$ cat src/rtl/tl_ad_pkg.sv
// Shared TileLink A/D opcodes, the queued request record and the beat-count helper
// for the tilelink_ad_responder block.
package tl_ad_pkg;

  localparam logic [2:0] A_PUT_FULL    = 3'd0;
  localparam logic [2:0] A_PUT_PARTIAL = 3'd1;
  localparam logic [2:0] A_ARITH       = 3'd2;
  localparam logic [2:0] A_LOGIC       = 3'd3;
  localparam logic [2:0] A_GET         = 3'd4;
  localparam logic [2:0] A_INTENT      = 3'd5;

  localparam logic [2:0] D_ACCESS_ACK      = 3'd0;
  localparam logic [2:0] D_ACCESS_ACK_DATA = 3'd1;
  localparam logic [2:0] D_HINT_ACK        = 3'd2;

  // Record fields are sized for the widest configuration; users truncate on read.
  localparam int unsigned REQ_SIZE_W = 8;
  localparam int unsigned REQ_SRC_W  = 16;
  localparam int unsigned REQ_LO_W   = 8;

  typedef struct packed {
    logic [2:0]            opcode;
    logic [REQ_SIZE_W-1:0] size;
    logic [REQ_SRC_W-1:0]  source;
    logic [REQ_LO_W-1:0]   addr_lo;
    logic                  error;
  } req_t;

  function automatic int unsigned beats(input int unsigned size, input int unsigned data_w);
    int unsigned lg;
    lg = $clog2(data_w / 8);
    if (size > lg) return 32'd1 << (size - lg);
    return 32'd1;
  endfunction

endpackage

$ cat src/rtl/tilelink_ad_responder_if.sv
// TileLink-UL/UH A and D channel bundle; master drives A, slave (the responder) drives D.
interface tilelink_ad_responder_if #(
  parameter int unsigned DATA_W = 32,
  parameter int unsigned ADDR_W = 32,
  parameter int unsigned SRC_W  = 1,
  parameter int unsigned SIZE_W = 4
);
  localparam int unsigned LO_W = (DATA_W > 8) ? $clog2(DATA_W / 8) : 1;

  logic              a_ready;
  logic              a_valid;
  logic [2:0]        a_opcode;
  logic [2:0]        a_param;
  logic [SIZE_W-1:0] a_size;
  logic [SRC_W-1:0]  a_source;
  logic [ADDR_W-1:0] a_address;
  logic [DATA_W/8-1:0] a_mask;
  logic [DATA_W-1:0] a_data;

  logic              d_ready;
  logic              d_valid;
  logic [2:0]        d_opcode;
  logic [1:0]        d_param;
  logic [SIZE_W-1:0] d_size;
  logic [SRC_W-1:0]  d_source;
  logic              d_sink;
  logic [LO_W-1:0]   d_addr_lo;
  logic [DATA_W-1:0] d_data;
  logic              d_error;

  modport master (
    input  a_ready,
    output a_valid, a_opcode, a_param, a_size, a_source, a_address, a_mask, a_data,
    output d_ready,
    input  d_valid, d_opcode, d_param, d_size, d_source, d_sink, d_addr_lo, d_data, d_error
  );

  modport slave (
    output a_ready,
    input  a_valid, a_opcode, a_param, a_size, a_source, a_address, a_mask, a_data,
    input  d_ready,
    output d_valid, d_opcode, d_param, d_size, d_source, d_sink, d_addr_lo, d_data, d_error
  );

endinterface

$ cat src/rtl/tl_ad_req_fifo.sv
// In-order request queue; a pop and push in the same cycle while full reuses the freed slot.
module tl_ad_req_fifo #(
  parameter int unsigned WIDTH = 8,
  parameter int unsigned DEPTH = 2
) (
  input  logic             clock,
  input  logic             reset_n,
  input  logic             push,
  input  logic [WIDTH-1:0] wdata,
  input  logic             pop,
  output logic [WIDTH-1:0] rdata,
  output logic             full,
  output logic             empty
);
  localparam int unsigned PTR_W = (DEPTH > 1) ? $clog2(DEPTH) : 1;
  localparam int unsigned CNT_W = $clog2(DEPTH + 1);
  localparam logic [PTR_W-1:0] LAST_PTR = PTR_W'(DEPTH - 1);

  logic [WIDTH-1:0] mem [DEPTH];
  logic [PTR_W-1:0] wptr_q, rptr_q;
  logic [CNT_W-1:0] count_q;

  always_ff @(posedge clock or negedge reset_n) begin
    if (!reset_n) begin
      wptr_q  <= '0;
      rptr_q  <= '0;
      count_q <= '0;
    end else begin
      if (push) wptr_q <= (wptr_q == LAST_PTR) ? '0 : wptr_q + 1'b1;
      if (pop)  rptr_q <= (rptr_q == LAST_PTR) ? '0 : rptr_q + 1'b1;
      count_q <= count_q + CNT_W'(push) - CNT_W'(pop);
    end
  end

  // Caller guarantees no push while full without a same-cycle pop.
  always_ff @(posedge clock) begin
    if (push) mem[wptr_q] <= wdata;
  end

  assign rdata = mem[rptr_q];
  assign full  = (count_q == CNT_W'(DEPTH));
  assign empty = (count_q == '0);

endmodule

$ cat src/rtl/tilelink_ad_responder.sv
// TileLink A/D memory stand-in: queues A requests in order and answers on D.
// Define TL_AD_RANDOM_STALL_EN to let stall_a / stall_d throttle the channels.
module tilelink_ad_responder
  import tl_ad_pkg::*;
#(
  parameter int unsigned DATA_W   = 32,
  parameter int unsigned ADDR_W   = 32,
  parameter int unsigned SRC_W    = 1,
  parameter int unsigned SIZE_W   = 4,
  parameter int unsigned DEPTH    = 2,
  parameter int unsigned MAX_SIZE = 6
) (
  input logic                  clock,
  input logic                  reset_n,
  tilelink_ad_responder_if.slave bus,
  input logic [DATA_W-1:0]     rdata,
  input logic                  stall_a,
  input logic                  stall_d
);
  localparam int unsigned LO_W = (DATA_W > 8) ? $clog2(DATA_W / 8) : 1;

  logic              ready_q;
  logic [31:0]       a_cnt_q, d_cnt_q;
  logic [2:0]        cap_opcode_q;
  logic [SIZE_W-1:0] cap_size_q;
  logic [SRC_W-1:0]  cap_source_q;
  logic [LO_W-1:0]   cap_lo_q;

  logic              a_first, a_last, a_fire, is_put, push, pop, full, empty;
  logic [2:0]        cur_opcode;
  logic [SIZE_W-1:0] cur_size;
  logic [SRC_W-1:0]  cur_source;
  logic [LO_W-1:0]   cur_lo, addr_lo;
  req_t              push_req, head;
  logic [31:0]       d_beats;
  logic              d_valid, d_fire, d_last, a_stall;

  // Later beats of a Put burst reuse the fields captured on the first beat.
  assign addr_lo    = (DATA_W > 8) ? bus.a_address[LO_W-1:0] : '0;
  assign a_first    = (a_cnt_q == '0);
  assign cur_opcode = a_first ? bus.a_opcode : cap_opcode_q;
  assign cur_size   = a_first ? bus.a_size : cap_size_q;
  assign cur_source = a_first ? bus.a_source : cap_source_q;
  assign cur_lo     = a_first ? addr_lo : cap_lo_q;
  assign is_put     = (cur_opcode == A_PUT_FULL) || (cur_opcode == A_PUT_PARTIAL);
  assign a_last     = !is_put || (a_cnt_q == beats(32'(cur_size), DATA_W) - 32'd1);
  assign a_fire     = bus.a_valid && bus.a_ready;
  assign push       = a_fire && a_last;

  always_comb begin
    push_req         = '0;
    push_req.size    = REQ_SIZE_W'(cur_size);
    push_req.source  = REQ_SRC_W'(cur_source);
    push_req.addr_lo = REQ_LO_W'(cur_lo);
    push_req.error   = (32'(cur_size) > MAX_SIZE);
    case (cur_opcode)
      A_GET:                     push_req.opcode = D_ACCESS_ACK_DATA;
      A_PUT_FULL, A_PUT_PARTIAL: push_req.opcode = D_ACCESS_ACK;
      A_ARITH, A_LOGIC: begin
        push_req.opcode = D_ACCESS_ACK_DATA;
        push_req.error  = 1'b1;
      end
      A_INTENT: begin
        push_req.opcode = D_HINT_ACK;
        push_req.error  = 1'b1;
      end
      default: begin
        push_req.opcode = D_ACCESS_ACK;
        push_req.error  = 1'b1;
      end
    endcase
  end

  tl_ad_req_fifo #(
    .WIDTH ($bits(req_t)),
    .DEPTH (DEPTH)
  ) u_fifo (
    .clock   (clock),
    .reset_n (reset_n),
    .push    (push),
    .wdata   (push_req),
    .pop     (pop),
    .rdata   (head),
    .full    (full),
    .empty   (empty)
  );

  assign d_beats = (head.opcode == D_ACCESS_ACK_DATA) ? beats(32'(head.size), DATA_W) : 32'd1;
  assign d_last  = (d_cnt_q == d_beats - 32'd1);
  assign d_fire  = d_valid && bus.d_ready;
  assign pop     = d_fire && d_last;

`ifdef TL_AD_RANDOM_STALL_EN
  // An offered beat must stay up until taken, so stall_d only gates a fresh offer.
  logic offered_q;
  always_ff @(posedge clock or negedge reset_n) begin
    if (!reset_n) offered_q <= 1'b0;
    else          offered_q <= d_valid && !bus.d_ready;
  end
  assign d_valid = !empty && (!stall_d || offered_q);
  assign a_stall = stall_a;
`else
  logic unused_stall;
  assign unused_stall = stall_a ^ stall_d;
  assign d_valid = !empty;
  assign a_stall = 1'b0;
`endif

  always_ff @(posedge clock or negedge reset_n) begin
    if (!reset_n) begin
      ready_q      <= 1'b0;
      a_cnt_q      <= '0;
      d_cnt_q      <= '0;
      cap_opcode_q <= '0;
      cap_size_q   <= '0;
      cap_source_q <= '0;
      cap_lo_q     <= '0;
    end else begin
      ready_q <= 1'b1;
      if (a_fire) begin
        a_cnt_q <= a_last ? '0 : a_cnt_q + 32'd1;
        if (a_first) begin
          cap_opcode_q <= bus.a_opcode;
          cap_size_q   <= bus.a_size;
          cap_source_q <= bus.a_source;
          cap_lo_q     <= addr_lo;
        end
      end
      if (d_fire) d_cnt_q <= d_last ? '0 : d_cnt_q + 32'd1;
    end
  end

  assign bus.a_ready   = (!full || pop) && ready_q && !a_stall;
  assign bus.d_valid   = d_valid;
  assign bus.d_opcode  = d_valid ? head.opcode : '0;
  assign bus.d_param   = '0;
  assign bus.d_size    = d_valid ? head.size[SIZE_W-1:0] : '0;
  assign bus.d_source  = d_valid ? head.source[SRC_W-1:0] : '0;
  assign bus.d_sink    = 1'b0;
  assign bus.d_addr_lo = d_valid ? head.addr_lo[LO_W-1:0] : '0;
  assign bus.d_error   = d_valid && head.error;
  assign bus.d_data    = (d_valid && head.opcode == D_ACCESS_ACK_DATA) ? rdata : '0;

  logic unused_bits;
  assign unused_bits = ^{bus.a_param, bus.a_mask, bus.a_data, bus.a_address, head};

endmodule
$ cat src/flat_wrapper.sv
// flat-port wrapper written by rule: the top's interface ports become plain ports
module tilelink_ad_responder_flat import tl_ad_pkg::*;
#(
  parameter int unsigned DATA_W   = 32,
  parameter int unsigned ADDR_W   = 32,
  parameter int unsigned SRC_W    = 1,
  parameter int unsigned SIZE_W   = 4,
  parameter int unsigned DEPTH    = 2,
  parameter int unsigned MAX_SIZE = 6
)
  (clock, reset_n, rdata, stall_a, stall_d, bus_a_ready, bus_a_valid, bus_a_opcode, bus_a_param, bus_a_size, bus_a_source, bus_a_address, bus_a_mask, bus_a_data, bus_d_ready, bus_d_valid, bus_d_opcode, bus_d_param, bus_d_size, bus_d_source, bus_d_sink, bus_d_addr_lo, bus_d_data, bus_d_error);
  tilelink_ad_responder_if #(.DATA_W(DATA_W), .ADDR_W(ADDR_W), .SRC_W(SRC_W), .SIZE_W(SIZE_W)) bus_i ();
  input logic clock;
  input logic reset_n;
  input logic [DATA_W-1:0] rdata;
  input logic stall_a;
  input logic stall_d;
  output wire logic [$bits(bus_i.a_ready)-1:0] bus_a_ready;
  input wire logic [$bits(bus_i.a_valid)-1:0] bus_a_valid;
  input wire logic [$bits(bus_i.a_opcode)-1:0] bus_a_opcode;
  input wire logic [$bits(bus_i.a_param)-1:0] bus_a_param;
  input wire logic [$bits(bus_i.a_size)-1:0] bus_a_size;
  input wire logic [$bits(bus_i.a_source)-1:0] bus_a_source;
  input wire logic [$bits(bus_i.a_address)-1:0] bus_a_address;
  input wire logic [$bits(bus_i.a_mask)-1:0] bus_a_mask;
  input wire logic [$bits(bus_i.a_data)-1:0] bus_a_data;
  input wire logic [$bits(bus_i.d_ready)-1:0] bus_d_ready;
  output wire logic [$bits(bus_i.d_valid)-1:0] bus_d_valid;
  output wire logic [$bits(bus_i.d_opcode)-1:0] bus_d_opcode;
  output wire logic [$bits(bus_i.d_param)-1:0] bus_d_param;
  output wire logic [$bits(bus_i.d_size)-1:0] bus_d_size;
  output wire logic [$bits(bus_i.d_source)-1:0] bus_d_source;
  output wire logic [$bits(bus_i.d_sink)-1:0] bus_d_sink;
  output wire logic [$bits(bus_i.d_addr_lo)-1:0] bus_d_addr_lo;
  output wire logic [$bits(bus_i.d_data)-1:0] bus_d_data;
  output wire logic [$bits(bus_i.d_error)-1:0] bus_d_error;
  assign bus_a_ready = bus_i.a_ready;
  assign bus_i.a_valid = bus_a_valid;
  assign bus_i.a_opcode = bus_a_opcode;
  assign bus_i.a_param = bus_a_param;
  assign bus_i.a_size = bus_a_size;
  assign bus_i.a_source = bus_a_source;
  assign bus_i.a_address = bus_a_address;
  assign bus_i.a_mask = bus_a_mask;
  assign bus_i.a_data = bus_a_data;
  assign bus_i.d_ready = bus_d_ready;
  assign bus_d_valid = bus_i.d_valid;
  assign bus_d_opcode = bus_i.d_opcode;
  assign bus_d_param = bus_i.d_param;
  assign bus_d_size = bus_i.d_size;
  assign bus_d_source = bus_i.d_source;
  assign bus_d_sink = bus_i.d_sink;
  assign bus_d_addr_lo = bus_i.d_addr_lo;
  assign bus_d_data = bus_i.d_data;
  assign bus_d_error = bus_i.d_error;
  tilelink_ad_responder #(.DATA_W(DATA_W), .ADDR_W(ADDR_W), .SRC_W(SRC_W), .SIZE_W(SIZE_W), .DEPTH(DEPTH), .MAX_SIZE(MAX_SIZE)) u_core (.clock(clock), .reset_n(reset_n), .bus(bus_i), .rdata(rdata), .stall_a(stall_a), .stall_d(stall_d));
endmodule
$ cat config.mk
export PLATFORM = sky130hd
export DESIGN_NAME = tilelink_ad_responder_flat
export DESIGN_NICKNAME = d
export VERILOG_FILES = /design/src/rtl/tl_ad_pkg.sv /design/src/rtl/tilelink_ad_responder_if.sv /design/src/rtl/tl_ad_req_fifo.sv /design/src/rtl/tilelink_ad_responder.sv /design/src/flat_wrapper.sv
export SDC_FILE = /design/constraint.sdc
export NUM_CORES = 1
export LEC_CHECK = 0
export ABC_AREA = 1
export BUFFER_PORTS_ARGS = -buffer_cell sky130_fd_sc_hd__buf_2
export CAP_MARGIN = 20
export CORE_ASPECT_RATIO = 0.8
export CORE_MARGIN = 4
export CORE_UTILIZATION = 40
export CTS_BUF_LIST = sky130_fd_sc_hd__clkbuf_2 sky130_fd_sc_hd__clkbuf_4 sky130_fd_sc_hd__clkbuf_8
export DETAILED_ROUTE_END_ITERATION = 7
export HOLD_SLACK_MARGIN = 0.08
export PLACE_DENSITY = 0.73
export SYNTH_ARGS = -nofsm -noshare
export SYNTH_HDL_FRONTEND = slang
export SYNTH_SLANG_ARGS = --single-unit
$ cat constraint.sdc
create_clock -name clock -period 11.3 [get_ports clock]
set_clock_uncertainty 0.15 [all_clocks]
set_input_delay 1.13 -clock clock [delete_from_list [all_inputs] [get_ports clock]]
set_output_delay 1.13 -clock clock [all_outputs]
set_load 0.02 [all_outputs]
==> impl_summary.log, run 1 <==
[metrics] worst slew margin relative to its limit: a little under a third
[metrics] Initial DRT Pass Iterations: 5
[metrics] design area: ~9200 um2
[metrics] final count of negative-setup-slack endpoints: 0
[metrics] CTS Root Buffer Type: clkbuf_8
[metrics] via count of the first global-routing pass: approximately 7700
[metrics] number of cells traversed by the worst register-to-register path: 27
[metrics] worst skew pair latency: about 400 ps
[metrics] Post-Route Setup TNS: 0 ps
[metrics] post-detailed-route wirelength per cell: 14.55 um
[metrics] Req. time, crit path: 11190 ps
[metrics] post-route ant nets: 0
[metrics] CP Max Fanout: 56
[metrics] beginning of the worst register-to-register path: u_core.u_fifo.rptr_q
[metrics] starting density of the core: 40.84%
[metrics] setup slack on the worst flop-to-flop path: 4980 ps
[metrics] ratio of cells with drive above 1 in the final layout: between 10% and 20%
[metrics] number of design-rule violations left by the first detailed-router iteration: between 900 and 1000
[metrics] sequential cell area fraction in the yosys report: 30.41%
[metrics] reported leakage power: roughly 4.6 nW
[metrics] IR Drop Worst-Case VDD: 0.05240 mV
[metrics] core area: between 20000 and 25000 um2
[metrics] leading area contributor after synthesis: dfrtp_1
[metrics] Port Buffers: 89
[metrics] fraction of registers with async set/reset: 79.80%
[metrics] number of inserted diodes: 0
[metrics] post-CTS setup buffer count: 0
[metrics] height of the die: roughly 140 um
[metrics] count of flip-flops with a built-in enable after synthesis: 20
[metrics] top-level I/O count: 165
[metrics] # hold bufs at CTS: 0
[metrics] leading cell types by total area after synthesis: dfrtp_1, nand2_1, inv_1
[metrics] GRT Residual Overflow: 0
[metrics] row count: between 40 and 50
[metrics] Min-Delay Path Class: reg2reg
[metrics] placer congestion estimate: 1.000
[metrics] cell area after placement: roughly 9000 um2
[metrics] data arrival time of the critical path: 6200 ps
[metrics] critical path class: reg2reg
[metrics] number of warnings printed during yosys synthesis: 0
[metrics] Fillers: between 2000 and 2500
[metrics] clock tree from TritonCTS: built
[metrics] Max Root-Sink Buffers: 2
[metrics] power per unit of standard cell area: around 86 nW/um2
[metrics] type of destination of the critical path: register
[metrics] number of distinct library cell variants in the gate-level netlist after synthesis: 44
[metrics] pin count of the biggest net entering global routing: 66
[metrics] launch instance of the worst min-delay path: u_core.u_fifo.wptr_q
[metrics] CP startpoint kind: register
[metrics] outcome: finished clean
[metrics] area fraction of the dominant cell type after synthesis: 23.32%
[metrics] flip-flop cell with the highest count after synthesis: dfrtp_1
[metrics] max-cap check violation count: 0
[metrics] number of buffers inserted during clock tree synthesis: 9
[metrics] overall power consumption: between 700 and 800 uW
[metrics] CTS Sinks: 99
[metrics] vias per std cell: between 5 and 6
[metrics] endpoints failing hold: 0
[metrics] netlist area before placement: about 8500 um2
[metrics] post-detailed-route DRC marker count: 0
[metrics] flops & latches, synth: 99
[metrics] worst-margin pin slew: 1030 ps
[metrics] number of gates resized after CTS: 0
[metrics] wire length of the first global-routing pass: 38760 um
[metrics] H-tree Lvls: 3
[metrics] Cell Count, Final, Fillers Out: between 1500 and 2000
[metrics] hold path depth: 2
[metrics] core utilization of the finished layout: 44.54%
[metrics] placed cells: 1592
[metrics] all-layer global routing usage: roughly a fifth
[metrics] setup repair after global routing missed its margin: false
[metrics] number of slew-limit violations in the final report: 0
[metrics] Mapped Cells: 1267
[metrics] initial antenna violation count: 0
[metrics] die area: 23600 um2
[metrics] clock-pin transition on the worst setup and hold timing paths: 120 ps
[metrics] minimum period implied by the final worst setup slack: 6315 ps
[metrics] post-DP HPWL: 17600 um
[metrics] Area Overhead vs Synth: 9.063%
[metrics] highest clock frequency the design can meet: 158.3 MHz
[metrics] Final Net Count: 1462
[metrics] fraction of the cycle the final worst path needs: 55.89%
[metrics] worst setup path startpoint: u_core.u_fifo.rptr_q
[metrics] post-synthesis area per instance: 6.691 um2
[metrics] Horiz. Die Dim: 170.8 um
[metrics] routed vias: 8367
[metrics] wire length reported by the detailed router: 23390 um
[registers in the layout, indices dropped and copies added (netlist names)]
register	flops
u_core.a_cnt_q	32
u_core.cap_lo_q	2
u_core.cap_opcode_q	3
u_core.cap_size_q	4
u_core.cap_source_q	1
u_core.d_cnt_q	32
u_core.ready_q	1
u_core.u_fifo.count_q	2
u_core.u_fifo.mem	20
u_core.u_fifo.rptr_q	1
u_core.u_fifo.wptr_q	1
[power by group]
part	total, mW	switching (mW)	internal [mW]
sequential	0.405	0.0210	0.384
clock	0.240	0.152	0.0879
combinational	0.153	0.103	0.0501
total	0.798	0.276	0.522
[cell families after synthesis]
logic type                 count (synthesis)  share of synthesized area [%]
DFF                                       99                          30.41
other                                      2                        0.08859
AOI/OAI and AO/OA                         69                          4.472
adders and majority gates                 11                          1.624
xor gates and xnor gates                  76                          7.852
and+or+nand+nor                          772                          43.47
muxes                                      1                         0.2657
buffers and inverters                    237                          11.82
[cells in the final DEF (no fill, tap or decap), types with 4 or more instances in the layout]
cell / netlist / routed
clkinv_1: 6 / 6
a21oi_1: 26 / 26
nand2_1: 290 / 290
o21ai_1: 9 / 9
xor2_1: 67 / 67
clkbuf_8: 0 / 9
nor4_1: 27 / 26
inv_2: 7 / 7
dfrtp_1: 79 / 79
nor2_2: 12 / 12
buf_4: 9 / 5
inv_1: 183 / 183
ha_1: 11 / 11
nor2_4: 8 / 8
nor3_1: 39 / 39
nand3_2: 16 / 16
nor2_1: 174 / 174
nand2_2: 15 / 15
nor3b_1: 5 / 5
o21ai_0: 24 / 24
xnor2_1: 9 / 9
o21bai_1: 4 / 4
nand4_1: 72 / 72
nand3b_1: 14 / 14
nand3_1: 90 / 90
edfxtp_1: 20 / 20
o21ai_2: 4 / 4
conb_1: 2 / 5
buf_2: 10 / 88
[worst max-delay path, cell delays in order, from the launching register on]
cell,delay [ps]
dfrtp_1,610
inv_2,240
nand2_1,80
nand2_2,120
inv_2,70
ha_1,180
ha_1,260
inv_1,180
nand3_1,110
nor2_1,210
nand3_1,180
ha_1,270
nand3_2,100
inv_1,60
nand2_1,170
clkinv_2,180
nand3_1,160
nand3_1,80
nor2_1,150
nand2_1,80
nor2_2,120
nand3_2,160
nand2_2,340
nand2_2,140
nor2_4,90
buf_4,520
nand2_1,190
nor2_1,700
[layout make-up]
class | instances | area [um2] | share of cell area, %
inverters | 197 | 740.7 | 8.012
well taps | 269 | 336.6 | 3.641
multi-input cells | 934 | 4915 | 53.16
flip-flops and latches | 99 | 2577 | 27.88
repair buffers | 93 | 478.0 | 5.170
clock inverters | 7 | 73.82 | 0.7985
clock buffers | 9 | 123.9 | 1.340
[layer usage]
layer  vias to the layer above  GRT usage, %  routed length [um]
li1                       4198             -                   -
met1                      3823         29.56               11290
met2                       323         30.24               10260
met3                        23         3.881                1660
met4                         0         3.277                 189
met5                         -             0                   0
[cell usage after synthesis (all sizes together), types with 9 or more instances]
cell type / n
nor2: 196
buf: 28
nand4: 72
xor2: 67
ha: 11
nand3: 107
o21ai: 37
nand3b: 14
nand2: 306
dfrtp: 79
edfxtp: 20
xnor2: 9
clkbuf: 12
a21oi: 26
inv: 190
nor4: 27
nor3: 40
[through the flow]
stage | hold slack [ps] | worst slack (ps)
2_1_floorplan | 291.9 | 6731
5_1_grt | 392.4 | 4474
3_5_place_dp | 313.1 | 5113
3_3_place_gp | 303.6 | 5150
6_report | 339.5 | 4985
4_1_cts | 339.3 | 5083
[final timing paths]
check                                     endpoint
max in group asynchronous       u_core.a_cnt_q[23]
min                           u_core.u_fifo.wptr_q
max reg2reg                u_core.u_fifo.mem[1][5]
min in group asynchronous      u_core.cap_source_q
max                        u_core.u_fifo.mem[1][5]
min reg2reg                   u_core.u_fifo.wptr_q
No activity file was read; power rests on OpenSTA's default activity.
==> inputs of run 2 (changes only) <==
Settings changed: ABC_AREA 1 to 0, PLACE_DENSITY 0.73 to 0.74.
Clock period 11.3 ns to 6.2 ns, I/O delays scaled along.
==> run 2 against run 1 <==
  * Cell count fell by 25%
  * Sequential share of layout area rose by 2.7 points
  * Global-route usage fell by 1.3 points
  * Sequential power rose by 77%
  * Count of clock-buffer cells in the layout did not move
  * Worst setup slack got worse by 4600 ps
  * Critical path depth fell by 9
  * Non-clock buffer count rose by 26
  * Final area fell by 8.8%
  * Highest routed layer unchanged
  * Hold slack improved by 10 ps
  * Routed wire length fell by 18%
  * Largest power group unchanged
  * Die area fell by 12%
==> impl_summary.log, run 2 <==
[metrics] outcome: finished clean
[metrics] reported leakage power: 3.607 nW
[metrics] final count of negative-setup-slack endpoints: 0
[metrics] Initial DRT Pass Iterations: 5
[metrics] CP Max Fanout: 9
[metrics] starting density of the core: 40.74%
[metrics] wire length reported by the detailed router: ~19000 um
[metrics] sequential cell area fraction in the yosys report: 34.82%
[metrics] Min-Delay Path Class: reg2reg
[metrics] mux cell area share after synthesis: under 10%
[metrics] fraction of the cycle the final worst path needs: 94.21%
[metrics] row count: 44
[metrics] max-cap check violation count: 0
[metrics] CTS Root Buffer Type: clkbuf_8
[metrics] Post-Route Setup TNS: 0 ps
[metrics] critical path class: reg2out
[metrics] CTS Sinks: 99
[metrics] hold path depth: 1
[metrics] endpoints failing hold: 0
[metrics] number of buffers inserted during clock tree synthesis: 9
[metrics] beginning of the worst register-to-register path: u_core.a_cnt_q[1]
[metrics] die area: between 20000 and 25000 um2
[metrics] routed vias: 6876
[metrics] number of cells traversed by the worst register-to-register path: 23
[metrics] via count of the first global-routing pass: 6187
[metrics] cell area after placement: 8139 um2
[metrics] setup slack on the worst flop-to-flop path: 380 ps
[metrics] clock-pin transition on the worst setup and hold timing paths: ~100 ps
[metrics] basic-gate share of the synthesized area counting and, or, nand and nor cells: about 30%
[metrics] leading area contributor after synthesis: dfrtp_1
[metrics] wire length of the first global-routing pass: around 32000 um
[metrics] Worst R2R End: u_core.u_fifo.count_q[1]
[metrics] type of destination of the critical path: output port
[metrics] pin count of the biggest net entering global routing: 73
[metrics] registers with the most flip-flops: u_core.a_cnt_q: 32 flops, u_core.d_cnt_q: 32 flops, u_core.u_fifo.mem: 20 flops
[metrics] post-route ant nets: 0
[metrics] post-detailed-route wirelength per cell: around 16 um
[metrics] vias per std cell: 5.735
[metrics] core area: around 18000 um2
[metrics] all-layer global routing usage: 18.46%
[metrics] most common library cell in the layout ignoring fill and taps: nor2_1
[metrics] post-detailed-route DRC marker count: 0
[metrics] Area Overhead vs Synth: 13.89%
[metrics] leading cell types by total area after synthesis: dfrtp_1, edfxtp_1, nor2_1
[metrics] launch instance of the worst min-delay path: u_core.u_fifo.wptr_q
[metrics] share of synthesized cell area in full adder, half adder and majority cells: 1.859%
[metrics] worst-margin pin slew: 1009 ps
[metrics] number of slew-limit violations in the final report: 0
[metrics] power per unit of standard cell area: 181.4 nW/um2
[metrics] area fraction in compound gates after synthesis: 16.40%
[metrics] Max Root-Sink Buffers: 2
[metrics] number of inserted diodes: 0
[metrics] core utilization of the finished layout: 46.41%
[metrics] GRT Residual Overflow: 0
[metrics] Port Buffers: 89
[metrics] placer congestion estimate: 0.9495
[metrics] design area: 8431 um2
[metrics] most common cell in the netlist: nor2_1
[metrics] fraction of registers with async set/reset: roughly 80%
[metrics] number of distinct library cell variants in the gate-level netlist after synthesis: 83
[metrics] number of warnings printed during yosys synthesis: 0
[metrics] H-tree Lvls: 3
[metrics] post-DP HPWL: 14680 um
[metrics] flip-flop cell with the highest count after synthesis: dfrtp_1
[metrics] worst slew margin relative to its limit: 32.46%
[metrics] CP startpoint kind: register
[metrics] count of flip-flops with a built-in enable after synthesis: 20
[metrics] clock tree from TritonCTS: built
[metrics] number of design-rule violations left by the first detailed-router iteration: roughly 650
[metrics] worst skew pair latency: a little under 400 ps
[metrics] highest clock frequency the design can meet: 171.2 MHz
[metrics] Mapped Cells: 879
[metrics] dominant combinational cell family by area after synthesis: simple AND/OR/NAND/NOR gates
[metrics] netlist area before placement: 7402 um2
[metrics] Worst Hold Endpoint: u_core.u_fifo.wptr_q
[metrics] Final Net Count: 1092
[metrics] Horiz. Die Dim: 160.1 um
[metrics] xor/xnor share of the synthesized area: 7.691%
[metrics] leading post-synthesis cells by instance count: nor2_1, dfrtp_1, nand2_1
[metrics] area fraction of the dominant cell type after synthesis: 26.71%
[metrics] top library cells by usage in the layout, fill and taps aside: nor2_1, buf_2, dfrtp_1
[metrics] minimum period implied by the final worst setup slack: 5841 ps
[metrics] flops & latches, synth: 99
[metrics] setup repair after global routing missed its margin: false
[metrics] ratio of cells with drive above 1 in the final layout: a little under a fifth
[metrics] Fillers: 1773
[metrics] Req. time, crit path: 5430 ps
[metrics] IR Drop Worst-Case VDD: 0.08442 mV
[metrics] height of the die: ~130 um
[metrics] Hold Slack: 349.7 ps
[metrics] top-level I/O count: 165
[metrics] initial antenna violation count: 0
[metrics] data arrival time of the critical path: 5070 ps
[metrics] post-synthesis area per instance: 8.421 um2
[run 2: cell count changes after synthesis, moves of 16 or more]
cell | previous run | this run
a21oi_1 | 26 | 46
xnor2_1 | 9 | 36
clkbuf_1 | 11 | 30
nand3_1 | 90 | 37
nor2_1 | 174 | 95
inv_1 | 183 | 35
nand4_1 | 72 | 16
and2_1 | 0 | 36
nand2_1 | 290 | 62
mux2i_1 | 0 | 21
xor2_1 | 67 | 29
or3_1 | 0 | 18
nand3_2 | 16 | 0
[run 2: report_power, final]
part           internal [mW]  total [mW]  leakage [nW]  switching [mW]
sequential             0.683       0.717          1.21          0.0338
clock                  0.194       0.443        0.0988           0.250
combinational          0.155       0.370          2.30           0.214
[run 2: final cells by class]
class	count	area [um2]	share of cell area (%)
multi-input combinational	700	4551	53.98
clock buffer	9	123.9	1.469
sequential	99	2579	30.59
clock inverter	7	82.58	0.9795
timing repair buffer	119	675.6	8.014
inverter	35	131.4	1.558
tap	230	287.8	3.413
[run 2: what timing repair did]
| action | CTS | global route |
|---|---|---|
| hold buffers | 1 | 0 |
| setup endpoints to repair | 0 | 48 |
| gates resized for setup | 0 | 11 |
| buffers inserted | 0 | 4 |
| endpoints found under the hold margin | 7 | 0 |
[run 2: layer usage]
metal | vias up | global-route usage (%) | share of wire, %
met1 | 3236 | 27.15 | 48
met4 | 0 | 3.288 | 1.0
met2 | 274 | 27.90 | 42
met3 | 17 | 4.674 | 8.5
li1 | 3349 | - | -
met5 | - | 0 | 0
[run 2: per-stage QoR]
stage / worst slack (ps) / std cells / power, mW
after floorplan: 27.80 / 882 / 0.9697
after global placement: 324.0 / 1178 / 1.079
after detailed placement: 126.1 / 1178 / 1.086
after CTS: 78.66 / 1195 / 1.531
after global routing: 6.905 / 1199 / 1.611
final: 358.7 / 1199 / 1.530
[run 2: how the worst max path moves through the flow]
stage,startpoint,end,slack [ps],depth (start not counted)
3_3_place_gp,u_core.a_cnt_q[16],u_core.u_fifo.mem[0][9],320,18
3_5_place_dp,u_core.a_cnt_q[16],u_core.u_fifo.count_q[1],130,24
5_1_grt,u_core.a_cnt_q[1],u_core.u_fifo.count_q[1],7,23
2_1_floorplan,u_core.a_cnt_q[1],u_core.u_fifo.count_q[1],30,29
4_1_cts,u_core.a_cnt_q[16],u_core.u_fifo.count_q[1],80,24
6_report,u_core.u_fifo.mem[0][5],bus_a_ready,360,18
[run 2: cells by family after synthesis]
| logic type | Yosys count |
|---|---|
| AO/OA/AOI/OAI | 175 |
| XOR/XNOR | 65 |
| adder cells (fa/ha/maj) | 11 |
| buffers and inverters | 83 |
| flip-flops | 99 |
| multiplexers | 32 |
| other | 2 |
| AND/OR/NAND/NOR | 412 |
[run 2: critical path, cell delays in order, from the launching register on]
cell and delay, ps:
edfxtp_1 460, nor2b_2 210, a21oi_1 220, ha_1 190
ha_1 310, and2_1 230, nor3_2 230, o21ai_2 130
inv_1 100, ha_1 250, xnor2_1 130, a2111o_1 380
or4_1 420, nor3b_1 230, nand4_1 180, nor4_4 360
a311oi_4 220, nor2b_1 220, buf_2 200
==> inputs of run 3 (changes only) <==
Settings changed: CORE_UTILIZATION 40 to 33, PLACE_DENSITY 0.74 to 0.65.
==> run 3 against run 2 <==
  * First-iteration DRC count down 7.1%
  * Total power down 3.5%
  * Worst setup slack better by 9.7 ps
  * Sequential power up 0.6%
  * Combinational power down 5%
  * Critical endpoint unchanged
  * Register-to-register slack about the same
  * Critical path type unchanged
  * Final area up 0.12%
  * Cell count up 5.4%
==> impl_summary.log, run 3 (same netlist as run 2, synthesis figures left out) <==
[metrics] outcome: finished clean
[metrics] clock-pin transition on the worst setup and hold timing paths: around 100 ps
[metrics] post-route ant nets: 0
[metrics] Req. time, crit path: 5430 ps
[metrics] worst skew pair latency: 380 ps
[metrics] number of cells traversed by the worst register-to-register path: 18
[metrics] H-tree Lvls: 3
[metrics] Horiz. Die Dim: roughly 180 um
[metrics] type of destination of the critical path: output port
[metrics] highest clock frequency the design can meet: 171.5 MHz
[metrics] Max Root-Sink Buffers: 2
[metrics] placer congestion estimate: 0.9169
[metrics] wire length of the first global-routing pass: roughly 33000 um
[metrics] power per unit of standard cell area: around 170 nW/um2
[metrics] setup slack on the worst flop-to-flop path: roughly 380 ps
[metrics] overall power consumption: 1.476 mW
[metrics] CP Max Fanout: 11
[metrics] vias per std cell: 5.358
[metrics] post-detailed-route DRC marker count: 0
[metrics] design area: 8441 um2
[metrics] top-level I/O count: 165
[metrics] IR Drop Worst-Case VDD: 0.09110 mV
[metrics] die area: 24910 um2
[metrics] Min-Delay Path Class: reg2reg
[metrics] wire length reported by the detailed router: between 15000 and 20000 um
[metrics] minimum period implied by the final worst setup slack: around 6000 ps
[metrics] number of inserted diodes: 0
[metrics] most frequent cell on the critical path: ha_1
[metrics] number of buffers inserted during clock tree synthesis: 9
[metrics] setup repair after global routing missed its margin: false
[metrics] post-detailed-route wirelength per cell: approximately 16 um
[metrics] Final Net Count: 1087
[metrics] core area: 21800 um2
[metrics] row count: 48
[metrics] critical path class: reg2out
[metrics] all-layer global routing usage: 15.81%
[metrics] starting density of the core: 33.95%
[metrics] Final WS setup: 368.4 ps
[metrics] reported leakage power: around 3.6 nW
[metrics] via count of the first global-routing pass: 6298
[metrics] Port Buffers: 89
[metrics] max-cap check violation count: 0
[metrics] worst slack, placed: 171.7 ps
[metrics] Fillers: 2174
[metrics] beginning of the worst register-to-register path: u_core.u_fifo.rptr_q
[metrics] Worst Hold Endpoint: u_core.u_fifo.wptr_q
[metrics] GRT Residual Overflow: 0
[metrics] launch instance of the worst min-delay path: u_core.u_fifo.wptr_q
[metrics] hold path depth: 1
[metrics] data arrival time of the critical path: a little over 5000 ps
[metrics] number of slew-limit violations in the final report: 0
[metrics] initial antenna violation count: 1
[metrics] slowest CP cell: or4_4
[metrics] Post-Route Setup TNS: 0 ps
[metrics] critical path cell sequence: nor2b_1, a21oi_2, ha_1, ha_1, and2_1, nor3_2, o21ai_1, inv_1, ha_1, inv_1, or4_4, mux2i_1, o211ai_1, nor4_4, a311oi_4, nor2b_1, buf_2
[metrics] fraction of the cycle the final worst path needs: 94.06%
[metrics] pin count of the biggest net entering global routing: 60
[metrics] CTS Root Buffer Type: clkbuf_8
[metrics] Initial DRT Pass Iterations: 5
[metrics] worst slew margin relative to its limit: 37.64%
[metrics] top library cells by usage in the layout, fill and taps aside: nor2_1, buf_2, dfrtp_1
[metrics] height of the die: approximately 140 um
[metrics] clock tree from TritonCTS: built
[metrics] registers with the most flip-flops: u_core.a_cnt_q: 32 flops, u_core.d_cnt_q: 32 flops, u_core.u_fifo.mem: 20 flops
[metrics] routed vias: 6773
[metrics] core utilization of the finished layout: 38.72%
[metrics] worst-margin pin slew: around 920 ps
[metrics] CP startpoint kind: register
[metrics] delay contributed by the slowest stage of the critical path: approximately 620 ps
[metrics] final count of negative-setup-slack endpoints: 0
[metrics] post-DP HPWL: roughly 15000 um
[metrics] number of design-rule violations left by the first detailed-router iteration: 606
[metrics] most common library cell in the layout ignoring fill and taps: nor2_1
[metrics] cell area after placement: 8219 um2
[metrics] ratio of cells with drive above 1 in the final layout: 18.46%
[metrics] CTS Sinks: between 90 and 100
[metrics] Area Overhead vs Synth: 14.03%
[metrics] Worst R2R End: u_core.a_cnt_q[0]
[metrics] endpoints failing hold: 0
## run 3: changes by cell type in the layout (fill, tap and decap cells not counted), sizes merged
cell / before / now
buf: 118 / 113
bufinv: 1 / 0
clkinvlp: 2 / 3
## run 3: layer usage
layer	global-route usage [%]	share of wire (%)	up-vias	routed length, um
met5	0	0.061	-	12
met3	4.382	9.2	15	1799
met1	22.81	48	3170	9406
met2	24.01	42	246	8278
met4	3.117	0.74	2	146
li1	-	-	3340	-
## run 3: through the flow
stage	std cells	hold WS, ps
floorplan	882	174.4
global placement	1247	324.8
detailed placement	1247	332.6
CTS	1264	347.7
global route	1264	356.3
finish	1264	349.5
## run 3: final cells by class
class                   count  area [um2]  area share (%)
clock buffers               9       123.9           1.468
clock inverters             7       57.56          0.6819
inverters                  35       131.4           1.556
multi-input cells         700        4532           53.69
flip-flops and latches     99        2579           30.55
well taps                 300       375.4           4.447
repair buffers            114       641.9           7.605
## run 3: worst max-delay path: cells and delay by family (launching register included)
family                   cells  cell delay (ps)
AO/OA/AOI/OAI                4              760
buffers and inverters        3              400
flip-flops                   1              500
adder cells (fa/ha/maj)      3              780
multiplexers                 1              310
AND/OR/NAND/NOR              6             1900
## run 3: worst max-delay path by stage
stage                                     from                  endpoint  slack (ps)
after global placement    u_core.u_fifo.rptr_q         u_core.a_cnt_q[0]         210
after global routing      u_core.u_fifo.rptr_q               bus_a_ready           8
final                     u_core.u_fifo.rptr_q               bus_a_ready         370
after detailed placement  u_core.u_fifo.rptr_q        u_core.a_cnt_q[21]         170
after floorplan              u_core.a_cnt_q[1]  u_core.u_fifo.count_q[1]          30
after CTS                 u_core.u_fifo.rptr_q               bus_a_ready          70
## run 3: power breakdown
group,total (mW),switching (mW),internal [mW]
clock,0.401,0.249,0.152
sequential,0.721,0.0386,0.683
combinational,0.353,0.205,0.148
total,1.48,0.493,0.982
## run 3: what timing repair did
action / CTS / global route
buffers inserted: 0 / 0
endpoints found under the setup margin: 0 / 52
gates resized for setup: 0 / 8
endpoints found under the hold margin: 20 / 0
hold buffers: 1 / 0
